### src/rtl/hub75_blank_ctrl_pkg.sv
// Shared HUB75 definitions: blanking FSM state encoding and the one-hot
// plane decoder that the shifter uses as well.
package hub75_blank_ctrl_pkg;

  typedef enum logic [1:0] {
    ST_IDLE  = 2'd0,
    ST_LOAD  = 2'd1,
    ST_RUN   = 2'd2,
    ST_GUARD = 2'd3
  } blank_state_e;

  // Index of the lowest set bit. A multi-hot input resolves to its lowest bit.
  // An all-zero input returns 0.
  function automatic logic [4:0] lsb_onehot2bin(input logic [31:0] v);
    lsb_onehot2bin = '0;
    for (int i = 31; i >= 0; i--) begin
      if (v[i]) lsb_onehot2bin = 5'(i);
    end
  endfunction

endpackage

### src/rtl/hub75_blank_ctrl.sv
// BCM blanking responder. Holds the panel OE line low for a binary-weighted,
// brightness-dimmed on-time per plane, then reports ready to the sequencer.
module hub75_blank_ctrl
  import hub75_blank_ctrl_pkg::*;
#(
  parameter int N_PLANES = 8
) (
  input  logic                clk,
  input  logic                rst,
  input  logic [N_PLANES-1:0] blank_plane,
  input  logic                blank_go,
  output logic                blank_rdy,
  output logic                phy_blank,
  input  logic [7:0]          cfg_bcm_bit_len,
  input  logic [7:0]          cfg_brightness
);

  blank_state_e        state_q, state_d;
  logic [N_PLANES-1:0] plane_q, plane_d;
  logic [7:0]          len_q, len_d;
  logic [7:0]          bri_q, bri_d;
  logic [N_PLANES-1:0] unit_cnt_q, unit_cnt_d;
  logic [7:0]          pre_cnt_q, pre_cnt_d;
  logic                phy_blank_q, phy_blank_d;
  logic                blank_rdy_q, blank_rdy_d;
  logic [4:0]          idx;

  assign idx = lsb_onehot2bin(32'(plane_q));

  always_comb begin
    state_d     = state_q;
    plane_d     = plane_q;
    len_d       = len_q;
    bri_d       = bri_q;
    unit_cnt_d  = unit_cnt_q;
    pre_cnt_d   = pre_cnt_q;
    blank_rdy_d = blank_rdy_q;

    case (state_q)
      ST_IDLE: begin
        if (blank_go) begin
          plane_d     = blank_plane;
          len_d       = cfg_bcm_bit_len;
          bri_d       = cfg_brightness;
          blank_rdy_d = 1'b0;
          state_d     = ST_LOAD;
        end
      end
      ST_LOAD: begin
        unit_cnt_d = {{(N_PLANES-1){1'b0}}, 1'b1} << idx;
        pre_cnt_d  = '0;
        state_d    = (plane_q == '0) ? ST_GUARD : ST_RUN;
      end
      ST_RUN: begin
        if (pre_cnt_q == len_q) begin
          pre_cnt_d = '0;
          if (unit_cnt_q != '0) unit_cnt_d = unit_cnt_q - 1'b1;
          if (unit_cnt_q == {{(N_PLANES-1){1'b0}}, 1'b1}) state_d = ST_GUARD;
        end else begin
          pre_cnt_d = pre_cnt_q + 8'd1;
        end
      end
      ST_GUARD: begin
        blank_rdy_d = 1'b1;
        state_d     = ST_IDLE;
      end
      default: state_d = ST_IDLE;
    endcase

    // pre_cnt never exceeds L, so brightness above L+1 saturates naturally.
    phy_blank_d = ~((state_q == ST_RUN) && (pre_cnt_q < bri_q));
  end

  always_ff @(posedge clk or posedge rst) begin
    if (rst) begin
      state_q     <= ST_IDLE;
      plane_q     <= '0;
      len_q       <= '0;
      bri_q       <= '0;
      unit_cnt_q  <= '0;
      pre_cnt_q   <= '0;
      phy_blank_q <= 1'b1;
      blank_rdy_q <= 1'b1;
    end else begin
      state_q     <= state_d;
      plane_q     <= plane_d;
      len_q       <= len_d;
      bri_q       <= bri_d;
      unit_cnt_q  <= unit_cnt_d;
      pre_cnt_q   <= pre_cnt_d;
      phy_blank_q <= phy_blank_d;
      blank_rdy_q <= blank_rdy_d;
    end
  end

  assign phy_blank = phy_blank_q;
  assign blank_rdy = blank_rdy_q;

endmodule

### config.mk
export PLATFORM = sky130hd
export DESIGN_NAME = hub75_blank_ctrl
export DESIGN_NICKNAME = d
export VERILOG_FILES = /design/src/rtl/hub75_blank_ctrl_pkg.sv /design/src/rtl/hub75_blank_ctrl.sv
export SDC_FILE = /design/constraint.sdc
export NUM_CORES = 1
export LEC_CHECK = 0
export BUFFER_PORTS_ARGS = -buffer_cell sky130_fd_sc_hd__buf_2
export CAP_MARGIN = 10
export CORE_MARGIN = 2
export CORE_UTILIZATION = 55
export CTS_CLUSTER_DIAMETER = 120
export DETAILED_ROUTE_END_ITERATION = 12
export MAX_ROUTING_LAYER = met4
export PLACE_DENSITY = 0.83
export SYNTH_ARGS = -nofsm -noshare
export SYNTH_HDL_FRONTEND = slang
export SYNTH_SLANG_ARGS = --single-unit
### constraint.sdc
create_clock -name clk -period 4.3 [get_ports clk]
set_input_delay 0.43 -clock clk [delete_from_list [all_inputs] [get_ports clk]]
set_output_delay 0.43 -clock clk [all_outputs]
set_load 0.01 [all_outputs]
# Yosys cells after proc, flatten, opt, wreduce, memory -nomap -nowiden
# Cells that the tools add are included.
# op_classes
addsub	2
multipliers	0
n_div	0
magnitude_cmp	1
n_eq_ne	9
shifts	1
mux	20
bitwise	1
n_reduce_logical	10
# ops
cell	count
$mux W5	7
$pmux W8 S2	2
$mux W8	3
$add A8 B1 Y8 const B	1
$eq A8 B1 Y1 const B	1
$eq A8 B8 Y1	1
$logic_not A8 Y1	1
$lt A8 B8 Y1	1
$ne A2 B2 Y1 const B	4
$pmux W2 S4	1
$reduce_bool A8 Y1	1
$shl A1 B5 Y8 const A	1
$sub A8 B1 Y8 const B	1
$mux W2	3
$reduce_and A3 Y1	2
$eq A2 B2 Y1 const B	2
$reduce_and A2 Y1	2
$reduce_bool A2 Y1	2
$mux W3	1
$eq A2 B1 Y1 const B	1
$logic_not A2 Y1	1
$mux W1	2
$pmux W1 S2	1
$logic_and A1 B1 Y1	1
$not A1 Y1	1
# totals
regBits	44
latchBits	0
ramBits	0
rom_bits	0
inputBits	27
out_inout_bits	2
word_cells	52
n_memories	0

# Depth between registers and ports, before layout
# depth
word_depth	10
ltp_mapped	7
mapped_depth_nobuf	7

# Worst setup path before layout
# OpenSTA, ideal clock, no wires.
# synth_path
path_type	register -> register
from	register unit_cnt_q[3]
to	register unit_cnt_q[5]
setup_time_ns	0.126
arrival_time_ns	1.588
t_required_ns	4.174
setup_slack_ns	2.586
stages_incl_launch_ff	7
path_buffers	1
period_less_slack_ns	1.714
cell_sequence	dfrtp_1 -> nor4_4 -> nand3_2 -> and3_4 -> buf_6 -> and3_1 -> a311o_1
# synth_between
elab_chain_len	4
elab_cells_between_ends	7
classes_between	1 x add/sub; 1 x eq/ne; 3 x mux; 2 x reduce/logical
# synth_lines
element	line_no	rtl
start: declaration	hub75_blank_ctrl.sv:22	logic [N_PLANES-1:0] unit_cnt_q, unit_cnt_d;
start signal: assignment	hub75_blank_ctrl.sv:89	unit_cnt_q <= unit_cnt_d;
$sub A8 B1 Y8	hub75_blank_ctrl.sv:57	if (unit_cnt_q != '0) unit_cnt_d = unit_cnt_q - 1'b1;
$mux W8	hub75_blank_ctrl.sv:57	
$mux W8	hub75_blank_ctrl.sv:55	if (pre_cnt_q == len_q) begin
$pmux W8 S2	hub75_blank_ctrl.sv:39	case (state_q)
# Several ways; a longest one is shown, not always the timed one. The select of a mux whose other input is x is not followed.
# A chain may end at the register's enable or synchronous reset.

# Worst setup path after layout
# layout_path
from	register state_q[0]
to	register unit_cnt_q[6]
# layout_between
elab_chain_len	3
elab_cells_between_ends	7
classes_between	4 x eq/ne; 1 x mux; 2 x reduce/logical
# layout_lines
element	line_no	rtl
start: declaration	hub75_blank_ctrl.sv:18	blank_state_e state_q, state_d;
start signal: assignment	hub75_blank_ctrl.sv:85	state_q <= state_d;
$eq A2 B2 Y1 / $eq A2 B1 Y1 (equally long branches)	hub75_blank_ctrl.sv:39	
$ne A2 B2 Y1 (no source line) / $reduce_bool A2 Y1 (equally long branches)	--	
$reduce_and A3 Y1 (no source line)	--	
# Several ways; a longest one is shown, not always the timed one.

==> parameters.txt <==
Parameter                              Value

Run status
  Status    finished clean

CTS
  CTS max path bufs    2
  Hold buffers post-CTS    0
  Clock network latency to the later pin of the worst-skew pair    approximately 0.29 ns
  Clock tree from TritonCTS    yes
  Clock-pin slew on the worst setup and hold paths    0.08 ns
  Cell at the root of the clock tree    sky130_fd_sc_hd__clkbuf_8
  Number of setup buffers added after CTS    0
  Post-cts repair resize count    0
  Number of buffers inserted during clock tree synthesis    5
  H-tree levels    2
  Number of sinks driven by the clock tree    44

Synth
  Number of synthesized register bits    44
  Synthesized area    about 2500 um^2
  Most used DFF post-synth    sky130_fd_sc_hd__dfrtp_1
  Ys Warns    0
  Average footprint of a synthesized cell    approximately 11 um^2
  Synthesized netlist net count    281
  Number of flops mapped to enable cells by yosys    0
  Number of unique standard cell types used by synthesis    a little under 50
  Portion of synthesized cell area occupied by the leading cell type    about two fifths
  Ranking of synthesized cells by area    sky130_fd_sc_hd__dfrtp_1 41%, sky130_fd_sc_hd__mux2_2 11%, sky130_fd_sc_hd__ha_1 7.4%
  Share of flip-flops with an asynchronous set or reset    between 90% and 100%
  Synthesized netlist cell count    around 240
  Portion of the post-synthesis area used by sequential elements    between 40% and 50%
  Cell type contributing the most total cell area after synthesis    sky130_fd_sc_hd__dfrtp_1

STA
  Final worst clock skew    roughly 0.0055 ns
  Tightest slew margin relative to the limit    between 30% and 40%
  Max-slew violations    0
  RSZ-0062 raised after global routing    no
  Measured slew at the worst slew-check pin    1.017 ns
  Number of endpoints with negative hold slack in the final report    0
  Final period demand of the worst path    2.205 ns
  Fin Setup TNS    0 ns
  Final clock period utilization by the worst path    51.28%
  Max Clock Freq    ~450 MHz
  Endpoints failing setup    0
  Hold_ws    0.2452 ns

Critical path
  Series of cell instances along the critical path    inv_1, ha_1, clkinv_1, a31o_1, a21boi_1, o211a_1
  Startpoint-to-endpoint class of the critical path    flop to flop
  Buffers plus inverters on the worst setup path    2
  Critical Path End Type    flop
  Worst path top cell family by delay    compound AO/OA/AOI/OAI gates
  Cell count along the critical path    6
  Worst reg2reg path depth    6
  Critical-path cell with the highest stage delay    sky130_fd_sc_hd__ha_1
  Data arrival time of the worst path    between 2 and 2.5 ns
  Stage delay of the slowest cell on the critical path    about 0.52 ns
  Startpoint class of the critical path    flop
  Critical Path Fanout Max    17
  Required time of the worst setup path    roughly 4.5 ns

Die
  I/O pin cnt    29
  Area enclosed by the die boundary    5192 um^2
  Chip Height    72.06 um
  Placeable core region    ~4400 um^2
  Rows    24
  Die width    about 72 um
  Initial cell density of the core    between 50 and 60%

Pwr
  Power density normalized to cell area    241.9 nW/um^2
  Highest ir drop seen on vdd    approximately 0.19 mV
  Static Leakage    about 1.3 nW

Detailed routing
  Routed wl met3    192 um
  Drt drc    0
  Via Count    around 1900
  Total detailed-routing wirelength    between 5 and 6 mm
  WL per Instance    around 16 um
  Via density per instance    between 5 and 6
  Post-DRT Antenna Nets    0
  TritonRoute pass-1 iters    4
  Violation count after the first detailed-route iteration    around 150
  Uppermost routed layer    met4
  Sum of met2 wire segment lengths after detailed routing    between 2 and 2.5 mm
  Sum of routed wire segments on met1    2.411 mm

Final layout
  Total Nets Final    approximately 310
  Area growth syn-to-layout    10.51%
  Fill cell instance count of the final layout    between 300 and 400
  Fraction of layout cells with a size suffix above 1    between 20 and 30%
  Count of antenna diodes in the layout    0

Global route
  Wire length of the first global-routing pass    about 8.9 mm
  Aggregate global routing overflow    0
  Number of global-route vias before repair    ~1900
  Maximum number of pins on one net before global-route repair    45
  Antenna violations before repair    0
  All-layer global routing usage    between 20% and 30%

Min path
  Type of the most critical hold path    input port to async pin

Placement
  Weighted congestion at the end of routability-driven global placement    0.9568
  # port buffers    28
  Sum of net half-perimeters after detailed placement    approximately 3.9 mm

Flow run
  Total of max-cap violations    0
-- area by class of cell --
| type | instances | area (um^2) | share of cell area (%) |
|---|---|---|---|
| inverter | 20 | 75.07 | 2.667 |
| tap | 52 | 65.06 | 2.311 |
| clock inverter | 2 | 12.51 | 0.4444 |
| multi-input combinational | 170 | 1343 | 47.69 |
| clock buffer | 5 | 68.82 | 2.444 |
| timing repair buffer | 29 | 147.6 | 5.244 |
| sequential | 44 | 1104 | 39.20 |
-- metrics by stage --
stage | cells | util (%) | setup WS [ns] | total power [mW] | cell area (um^2)
floorplan | 239 | - | 2.586 | 0.4281 | 2547
CTS | 322 | 63.78 | 2.086 | 0.6905 | 2815
global placement | 315 | 61.93 | 2.210 | 0.4417 | 2734
detailed placement | 315 | 61.93 | 2.102 | 0.4426 | 2734
finish | 322 | 63.78 | 2.095 | 0.6810 | 2815
global route | 322 | 63.78 | 1.904 | 0.7096 | 2815
-- cells by family after synthesis --
family	after synthesis	synth area share (%)
adder cells (fa/ha/maj)	15	7.367
multiplexers	28	12.18
AND/OR/NAND/NOR	69	16.26
flip-flops	44	43.32
AO/OA/AOI/OAI	47	13.11
XOR/XNOR	11	3.782
buffers and inverters	25	3.978
-- worst min-delay path, stage by stage --
cell                       delay [ns]
sky130_fd_sc_hd__buf_2           0.10
sky130_fd_sc_hd__clkinv_1        0.03
sky130_fd_sc_hd__buf_4           0.44
-- routing by layer --
metal	vias up	global-route usage (%)
li1	934	-
met1	927	31.96
met2	41	34.05
met3	9	4.583
met4	0	5.451
met5	-	-
-- synth_stat cells, types with 2 or more instances --
| cell type | number |
|---|---|
| sky130_fd_sc_hd__a311oi_1 | 3 |
| sky130_fd_sc_hd__a31o_1 | 2 |
| sky130_fd_sc_hd__a21oi_1 | 11 |
| sky130_fd_sc_hd__dfrtp_1 | 42 |
| sky130_fd_sc_hd__nor3_1 | 4 |
| sky130_fd_sc_hd__a31oi_1 | 3 |
| sky130_fd_sc_hd__nand3_1 | 4 |
| sky130_fd_sc_hd__clkbuf_1 | 4 |
| sky130_fd_sc_hd__nand2b_1 | 5 |
| sky130_fd_sc_hd__nand3b_1 | 2 |
| sky130_fd_sc_hd__o31ai_1 | 2 |
| sky130_fd_sc_hd__nor3b_1 | 2 |
| sky130_fd_sc_hd__mux2_2 | 24 |
| sky130_fd_sc_hd__o2bb2ai_1 | 4 |
| sky130_fd_sc_hd__mux2i_1 | 4 |
| sky130_fd_sc_hd__nor2_1 | 17 |
| sky130_fd_sc_hd__o21ai_0 | 6 |
| sky130_fd_sc_hd__o21ai_1 | 2 |
| sky130_fd_sc_hd__nand4_1 | 6 |
| sky130_fd_sc_hd__dfstp_2 | 2 |
| sky130_fd_sc_hd__and3_1 | 4 |
| sky130_fd_sc_hd__a211oi_1 | 5 |
| sky130_fd_sc_hd__nor2b_1 | 3 |
| sky130_fd_sc_hd__and4_1 | 4 |
| sky130_fd_sc_hd__ha_1 | 15 |
| sky130_fd_sc_hd__inv_1 | 19 |
| sky130_fd_sc_hd__nand2_1 | 9 |
| sky130_fd_sc_hd__xnor2_1 | 10 |
-- placed cells by master, fill, tap and decap left out, drive strengths merged, types with 2 or more instances in the layout --
cell     synthesis  layout
clkinv           1       3
nand4            6       6
o31ai            2       2
and3             6       6
o21ai            8       8
and4             4       4
dfrtp           42      42
mux2            24      24
a31o             3       3
o2bb2ai          4       4
nand2            9       9
a211oi           5       5
nor2            17      17
xnor2           10      10
nand3            5       5
nor3b            3       3
nand3b           2       2
a21oi           11      11
dfstp            2       2
ha              15      15
a31oi            3       3
nor2b            3       3
a311oi           3       3
inv             19      18
mux2i            4       4
buf              1      29
nor3             4       4
nor4             3       3
nand2b           5       5
clkbuf           4       5
-- state kept, by name, summed over array words and instances (netlist names) --
name        count
pre_cnt_q       8
state_q         2
unit_cnt_q      8
plane_q         8
bri_q           8
blank_rdy       1
phy_blank       1
len_q           8
-- final timing paths --
path                              startpoint             to  slack, ns
setup / recovery                  state_q[0]  unit_cnt_q[6]       2.09
hold / removal                           rst       bri_q[3]       0.25
setup reg to reg                  state_q[0]  unit_cnt_q[6]       2.09
hold reg to reg                     bri_q[5]       bri_q[5]       0.51
max in group asynchronous                rst      blank_rdy       3.66
min in group clk           cfg_brightness[2]       bri_q[2]       0.36
-- report_power, final --
part           total [mW]  internal [mW]  switching, mW
logic              0.0199        0.00911         0.0108
registers           0.413          0.413              0
clock network       0.248          0.110          0.138
No activity file was read; power rests on OpenSTA's default activity.
